## src/rtl/mul_seq_pkg.sv

```systemverilog
// Shared types and helpers for the HI/LO multiply sequencer.
// Op codes, FSM state encodings and op classification functions.
package mul_seq_pkg;

    typedef enum logic [3:0] {
        MOP_MULT  = 4'd0,
        MOP_MULTU = 4'd1,
        MOP_MADD  = 4'd2,
        MOP_MADDU = 4'd3,
        MOP_MSUB  = 4'd4,
        MOP_MSUBU = 4'd5,
        MOP_MUL   = 4'd6,
        MOP_MTHI  = 4'd7,
        MOP_MTLO  = 4'd8
    } mul_op_t;

    typedef logic [1:0] state_t;

    localparam state_t IDLE = 2'd0;
    localparam state_t CALC = 2'd1;
    localparam state_t FIN  = 2'd2;

    function automatic logic is_valid(input logic [3:0] op);
        return op <= MOP_MTLO;
    endfunction

    function automatic logic is_signed(input logic [3:0] op);
        return op == MOP_MULT || op == MOP_MADD ||
               op == MOP_MSUB || op == MOP_MUL;
    endfunction

    function automatic logic is_acc(input logic [3:0] op);
        return op == MOP_MADD || op == MOP_MADDU ||
               op == MOP_MSUB || op == MOP_MSUBU;
    endfunction

    function automatic logic is_sub(input logic [3:0] op);
        return op == MOP_MSUB || op == MOP_MSUBU;
    endfunction

    function automatic logic is_mulop(input logic [3:0] op);
        return op <= MOP_MUL;
    endfunction

endpackage

```

## src/rtl/mul_seq_dp.sv

```systemverilog
// Iterative radix-2 shift-add multiplier datapath.
// Product register holds {upper partial sum, remaining multiplier bits}.
import mul_seq_pkg::*;

module mul_iter_dp #(
    parameter int WIDTH = 32
) (
    input  logic               clk,
    input  logic               nrst,
    input  logic               load_i,
    input  logic               step_i,
    input  logic [WIDTH-1:0]   mcand_i,
    input  logic [WIDTH-1:0]   mplier_i,
    output logic [2*WIDTH-1:0] prod_o
);

    logic [WIDTH-1:0]   mcand_q;
    logic [WIDTH-1:0]   mcand_d;
    logic [2*WIDTH-1:0] prod_q;
    logic [2*WIDTH-1:0] prod_d;
    logic [WIDTH:0]     sum;

    always_comb begin
        sum = {1'b0, prod_q[2*WIDTH-1:WIDTH]};
        if (prod_q[0]) begin
            sum = sum + {1'b0, mcand_q};
        end
        mcand_d = mcand_q;
        prod_d  = prod_q;
        if (load_i) begin
            mcand_d = mcand_i;
            prod_d  = {{WIDTH{1'b0}}, mplier_i};
        end else if (step_i) begin
            // carry bit lands in the MSB as the whole register shifts right
            prod_d = {sum, prod_q[WIDTH-1:1]};
        end
    end

    always_ff @(posedge clk or negedge nrst) begin
        if (!nrst) begin
            mcand_q <= '0;
            prod_q  <= '0;
        end else begin
            mcand_q <= mcand_d;
            prod_q  <= prod_d;
        end
    end

    assign prod_o = prod_q;

endmodule

```

## src/rtl/mul_sequencer.sv

```systemverilog
// Multi-cycle multiply/accumulate controller owning the HI/LO accumulator.
// FSM, counter, sign handling, accumulation and pipeline stall live here.
import mul_seq_pkg::*;

module mul_sequencer #(
    parameter int WIDTH = 32
) (
    input  logic             clk,
    input  logic             nrst,
    input  logic             Start,
    input  logic [3:0]       Op,
    input  logic [WIDTH-1:0] A,
    input  logic [WIDTH-1:0] B,
    input  logic             Flush,
    input  logic             AccRead,
    output logic             Stall,
    output logic             Busy,
    output logic             Done,
    output logic [WIDTH-1:0] MulRes,
    output logic             MulResValid,
    output logic [WIDTH-1:0] Hi,
    output logic [WIDTH-1:0] Lo
);

    localparam int CW = $clog2(WIDTH);

    state_t           state_q, state_d;
    logic [CW-1:0]    cnt_q, cnt_d;
    logic [3:0]       op_q, op_d;
    logic             neg_q, neg_d;
    logic [WIDTH-1:0] hi_q, hi_d;
    logic [WIDTH-1:0] lo_q, lo_d;
    logic [WIDTH-1:0] mr_q, mr_d;
    logic             done_q, done_d;
    logic             mrv_q, mrv_d;

    logic               dp_load;
    logic               dp_step;
    logic [2*WIDTH-1:0] dp_prod;
    logic               a_neg;
    logic               b_neg;
    logic [WIDTH-1:0]   a_abs;
    logic [WIDTH-1:0]   b_abs;
    logic [2*WIDTH-1:0] p_sgn;
    logic [2*WIDTH-1:0] acc;
    logic [2*WIDTH-1:0] res;

    assign a_neg = is_signed(Op) & A[WIDTH-1];
    assign b_neg = is_signed(Op) & B[WIDTH-1];
    assign a_abs = a_neg ? -A : A;
    assign b_abs = b_neg ? -B : B;
    assign acc   = {hi_q, lo_q};
    assign p_sgn = neg_q ? -dp_prod : dp_prod;

    mul_iter_dp #(
        .WIDTH(WIDTH)
    ) u_dp (
        .clk     (clk),
        .nrst    (nrst),
        .load_i  (dp_load),
        .step_i  (dp_step),
        .mcand_i (a_abs),
        .mplier_i(b_abs),
        .prod_o  (dp_prod)
    );

    always_comb begin
        state_d = state_q;
        cnt_d   = cnt_q;
        op_d    = op_q;
        neg_d   = neg_q;
        hi_d    = hi_q;
        lo_d    = lo_q;
        mr_d    = mr_q;
        done_d  = 1'b0;
        mrv_d   = 1'b0;
        dp_load = 1'b0;
        dp_step = 1'b0;
        res     = p_sgn;
        unique case (state_q)
            IDLE: begin
                if (Start && !Flush && is_valid(Op)) begin
                    if (is_mulop(Op)) begin
                        dp_load = 1'b1;
                        op_d    = Op;
                        neg_d   = a_neg ^ b_neg;
                        cnt_d   = CW'(WIDTH - 1);
                        state_d = CALC;
                    end else begin
                        if (Op == MOP_MTHI) hi_d = A;
                        else                lo_d = A;
                        done_d = 1'b1;
                    end
                end
            end
            CALC: begin
                dp_step = 1'b1;
                cnt_d   = cnt_q - 1'b1;
                if (cnt_q == '0) state_d = FIN;
            end
            FIN: begin
                state_d = IDLE;
                done_d  = 1'b1;
                if (op_q == MOP_MUL) begin
                    mr_d  = p_sgn[WIDTH-1:0];
                    mrv_d = 1'b1;
                end else begin
                    if (is_acc(op_q)) begin
                        res = is_sub(op_q) ? acc - p_sgn : acc + p_sgn;
                    end
                    {hi_d, lo_d} = res;
                end
            end
            default: state_d = IDLE;
        endcase
        // a squash beats everything, including a writeback in FIN
        if (Flush) begin
            state_d = IDLE;
            hi_d    = hi_q;
            lo_d    = lo_q;
            mr_d    = mr_q;
            done_d  = 1'b0;
            mrv_d   = 1'b0;
        end
    end

    always_ff @(posedge clk or negedge nrst) begin
        if (!nrst) begin
            state_q <= IDLE;
            cnt_q   <= '0;
            op_q    <= '0;
            neg_q   <= 1'b0;
            hi_q    <= '0;
            lo_q    <= '0;
            mr_q    <= '0;
            done_q  <= 1'b0;
            mrv_q   <= 1'b0;
        end else begin
            state_q <= state_d;
            cnt_q   <= cnt_d;
            op_q    <= op_d;
            neg_q   <= neg_d;
            hi_q    <= hi_d;
            lo_q    <= lo_d;
            mr_q    <= mr_d;
            done_q  <= done_d;
            mrv_q   <= mrv_d;
        end
    end

    assign Busy        = state_q != IDLE;
    assign Stall       = Busy & (Start | AccRead);
    assign Done        = done_q;
    assign MulResValid = mrv_q;
    assign MulRes      = mr_q;
    assign Hi          = hi_q;
    assign Lo          = lo_q;

endmodule

```

## config.mk

```make
export PLATFORM = sky130hd
export DESIGN_NAME = mul_sequencer
export DESIGN_NICKNAME = d
export VERILOG_FILES = /design/src/rtl/mul_seq_pkg.sv /design/src/rtl/mul_seq_dp.sv /design/src/rtl/mul_sequencer.sv
export SDC_FILE = /design/constraint.sdc
export NUM_CORES = 1
export LEC_CHECK = 0
export CAP_MARGIN = 10
export CORE_ASPECT_RATIO = 0.7
export CORE_MARGIN = 5
export CORE_UTILIZATION = 25
export DETAILED_ROUTE_END_ITERATION = 8
export HOLD_SLACK_MARGIN = 0.05
export PLACE_DENSITY = 0.53
export SLEW_MARGIN = 20
export SYNTH_ARGS = -nofsm -noshare
export SYNTH_HDL_FRONTEND = slang
export SYNTH_SLANG_ARGS = --single-unit
```

## constraint.sdc

```tcl
create_clock -name clk -period 18.26 [get_ports clk]
set_input_delay 3.652 -clock clk [delete_from_list [all_inputs] [get_ports clk]]
set_output_delay 3.652 -clock clk [all_outputs]
set_load 0.02 [all_outputs]
```

==> impl_summary.log <==
[metrics] status: completed
[metrics] via count of the routed design: roughly 19000
[metrics] end point of the worst hold path: u_dp.mcand_q[31]$_DFFE_PN0P_
[metrics] cell accounting for the most synthesized area: sky130_fd_sc_hd__dfrtp_1
[metrics] overflow left after global routing: 0
[metrics] source of the worst hold timing path: u_dp.mcand_q[31]$_DFFE_PN0P_
[metrics] number of primary I/O pins: between 150 and 200
[metrics] clock transition at the register clock pins on the worst setup and hold paths after CTS: 0.06 ns
[metrics] largest net degree at the start of global routing: 85
[metrics] worst hold path stage count: 2
[metrics] register-to-register setup slack: 9.83 ns
[metrics] Tmin final: 8.52 ns
[metrics] Layout Skew: about 0.028 ns
[metrics] post-synth cell types: 91
[metrics] ratio of total power to cell area: ~150 nW/um^2
[metrics] chip width: 340 um
[metrics] worst reg2reg startpoint: u_dp.prod_o[0]$_DFFE_PN0P_
[metrics] core area: 75300 um^2
[metrics] wire length of the first global-routing pass: 117000 um
[metrics] unrepaired setup endpoints after global routing: false
[metrics] synthesized instance count: ~2400
[metrics] share of synthesized area occupied by flip-flops and latches: 0.271
[metrics] Tcrit/Tclk final: 0.467
[metrics] Site Rows: 84
[metrics] launching element type of the critical path: input pin
[metrics] H-tree lvl count: 1
[metrics] synthesized area: between 15000 and 20000 um^2
[metrics] sequential cell area in the final layout: just over 5000 um^2
[metrics] Antenna Violating Nets Remaining: 0
[metrics] multi-input gate area in the final layout: 13200 um^2
[metrics] GR Util All Layers: 0.185
[metrics] syn_nets: 2596
[metrics] pre-CTS worst setup slack: about 9.7 ns
[metrics] PnR worst setup slack: around 10 ns
[metrics] Worst VDD drop: between 60 and 70 uV
[metrics] critical path type: input pin to primary output
[metrics] ratio of cells with drive above 1 in the final layout: 0.0480
[metrics] die outline area: a little over 80000 um^2
[metrics] CTS tree: done
[metrics] Worst R2R End: Hi[29]$_DFFE_PN0P_
[metrics] port bufs: between 150 and 200
[metrics] P&R area growth vs syn: 18.6%
[metrics] detailed-route vias per instance: about 5.4
[metrics] Clock Tree Root: sky130_fd_sc_hd__clkbuf_16
[metrics] antenna violations before repair: 14
[metrics] net total in the final layout: roughly 2700
[metrics] routed length on met2: ~31000 um
[metrics] final core occ: 0.300
[metrics] post-synthesis sequential element count: between 200 and 250
[metrics] Die Y-Extent: about 240 um
[metrics] Setup Viol. Count Final: 0
[metrics] routed length on met1: roughly 37000 um
[metrics] number of violations of the max-capacitance limit: 0
[metrics] proportion of netlist area held by the largest area contributor: 0.271
[metrics] global placement routability congestion: roughly 0.93
[metrics] CP required: 14.61 ns
[metrics] Cell Area, Placed: ~22000 um^2
[metrics] average wire length per cell after detail routing: approximately 22 um
[metrics] leakage power of the design: roughly 0.0091 uW
[metrics] Top Layer Used: met5
[metrics] Setup Buffers After CTS: 0
[metrics] Synth Area per Inst: between 7 and 8 um^2
[metrics] actual slew at the worst max-slew pin: between 1 and 1.5 ns
[metrics] starting DRC count in detailed routing: roughly 2200
[metrics] highest attainable clock frequency: 117 MHz
[metrics] most area-consuming cells after synthesis: sky130_fd_sc_hd__dfrtp_1 27%, sky130_fd_sc_hd__o21ai_0 6.8%, sky130_fd_sc_hd__ha_1 6.6%
[metrics] drc violations: 0
[metrics] CTS max path bufs: 3
[metrics] final max-slew violation count: 0
[metrics] summed negative setup slack over all endpoints: 0 ns
[metrics] Power, Total: 3470 uW
[metrics] cell count of the worst reg-to-reg path: 21
[metrics] Rel. slew slack: 0.148
[metrics] warnings from Yosys: 0
[metrics] # fillers: between 8000 and 9000
[metrics] hold buffer count at cts: 0
[metrics] Post-synth EDFFs: 0
[metrics] half-perimeter wire length after placement: 61000 um
[metrics] final hold violation count: 0
[metrics] clock network latency to the later pin of the worst-skew pair: 0.58 ns
[metrics] drt pass-1 iters: 7
[metrics] final cell area excluding filler cells: about 23000 um^2
[metrics] CP Capture Type: primary output
[metrics] top fanout value on the critical path: 3
[metrics] vias in the first global route: approximately 18000
[metrics] routed wl met3: between 8000 and 9000 um
[metrics] post-cts resize count: 0
[metrics] Initial Utilization: 0.253
[metrics] CTS buffer count: 24
[metrics] share of synthesized flip-flops with an asynchronous set or reset: 1.00
[metrics] # clock sinks: just over 200
[metrics] kind of path behind the tightest hold check: flop to flop
[metrics] data arrival at the endpoint of the critical path: ~4.9 ns
[metrics] main flop type after synthesis: sky130_fd_sc_hd__dfrtp_1
[metrics] post-detailed-routing wire length: slightly below 80000 um
sequential cells by signal (all words and copies together), names as in the netlist:
register	flops
neg_q	1
MulResValid	1
Done	1
MulRes	32
u_dp.prod_o	64
Lo	32
op_q	4
Hi	32
u_dp.mcand_q	32
cnt_q	5
state_q	2
cells by family after synthesis:
family | count (synthesis) | synth area share
simple gates | 810 | 0.209
flops | 206 | 0.271
mux | 22 | 0.0116
xor+xnor | 264 | 0.122
fa+ha+maj | 102 | 0.0679
buf+inv | 189 | 0.0386
compound gates | 828 | 0.279
power breakdown:
part | internal (uW) | total, uW | switching (uW) | leakage, uW
clock network | 335 | 564 | 230 | 0.000422
registers | 560 | 745 | 185 | 0.00259
logic | 831 | 2160 | 1330 | 0.00613
layout by cell type (no fill, tap or decap), types with 44 or more instances in the layout:
| master | count |
|---|---|
| sky130_fd_sc_hd__a211oi_1 | 44 |
| sky130_fd_sc_hd__a21o_1 | 72 |
| sky130_fd_sc_hd__a21oi_1 | 169 |
| sky130_fd_sc_hd__clkdlybuf4s50_1 | 171 |
| sky130_fd_sc_hd__dfrtp_1 | 205 |
| sky130_fd_sc_hd__ha_1 | 100 |
| sky130_fd_sc_hd__inv_1 | 44 |
| sky130_fd_sc_hd__nand2_1 | 291 |
| sky130_fd_sc_hd__nor2_1 | 188 |
| sky130_fd_sc_hd__nor3_1 | 48 |
| sky130_fd_sc_hd__o21ai_0 | 257 |
| sky130_fd_sc_hd__o31ai_1 | 64 |
| sky130_fd_sc_hd__xnor2_1 | 128 |
| sky130_fd_sc_hd__xor2_1 | 134 |
critical path, stage by stage:
cell and delay (ns):
sky130_fd_sc_hd__clkdlybuf4s50_1 0.50, sky130_fd_sc_hd__o21a_1 0.13, sky130_fd_sc_hd__clkdlybuf4s50_1 0.59
per-layer routing:
layer  GRT usage  vias up
met3      0.0633       93
met5     0.00901        -
met2       0.264      757
met1       0.273     9142
li1            -     9053
met4      0.0295       12
area by class of cell:
type	instances	share of cell area
clock inverters	12	0.00904
multi-input cells	2026	0.584
diodes	6	0.000665
clock buffers	32	0.0302
inverters	46	0.00765
repair buffers	197	0.0848
well taps	989	0.0548
flip-flops and latches	206	0.228
cells in the mapped netlist, types with 48 or more instances:
| cell type | number |
|---|---|
| sky130_fd_sc_hd__nor3_1 | 48 |
| sky130_fd_sc_hd__nor2_1 | 188 |
| sky130_fd_sc_hd__dfrtp_1 | 206 |
| sky130_fd_sc_hd__xor2_1 | 134 |
| sky130_fd_sc_hd__a21oi_1 | 169 |
| sky130_fd_sc_hd__o21ai_0 | 257 |
| sky130_fd_sc_hd__ha_1 | 100 |
| sky130_fd_sc_hd__xnor2_1 | 128 |
| sky130_fd_sc_hd__clkbuf_1 | 118 |
| sky130_fd_sc_hd__o31ai_1 | 64 |
| sky130_fd_sc_hd__a21o_1 | 72 |
| sky130_fd_sc_hd__nand2_1 | 292 |
worst max-delay path by stage:
stage                               start                 end  slack, ns  cells past startpoint
2_1_floorplan                       Start               Stall      10.72                      1
3_3_place_gp                        Start               Stall       9.75                      3
3_5_place_dp                        Start               Stall       9.75                      3
4_1_cts                             Start               Stall       9.74                      3
5_1_grt        u_dp.prod_o[0]$_DFFE_PN0P_  Hi[29]$_DFFE_PN0P_       9.35                     21
6_report                            Start               Stall       9.74                      3
per-stage QoR:
step	hold WS (ns)	cells
after floorplan	0.443	2421
after global placement	0.467	3464
after CTS	0.478	3508
final	0.476	3514
after detailed placement	0.463	3464
after global routing	0.497	3509
No activity file was read; power rests on OpenSTA's default activity.
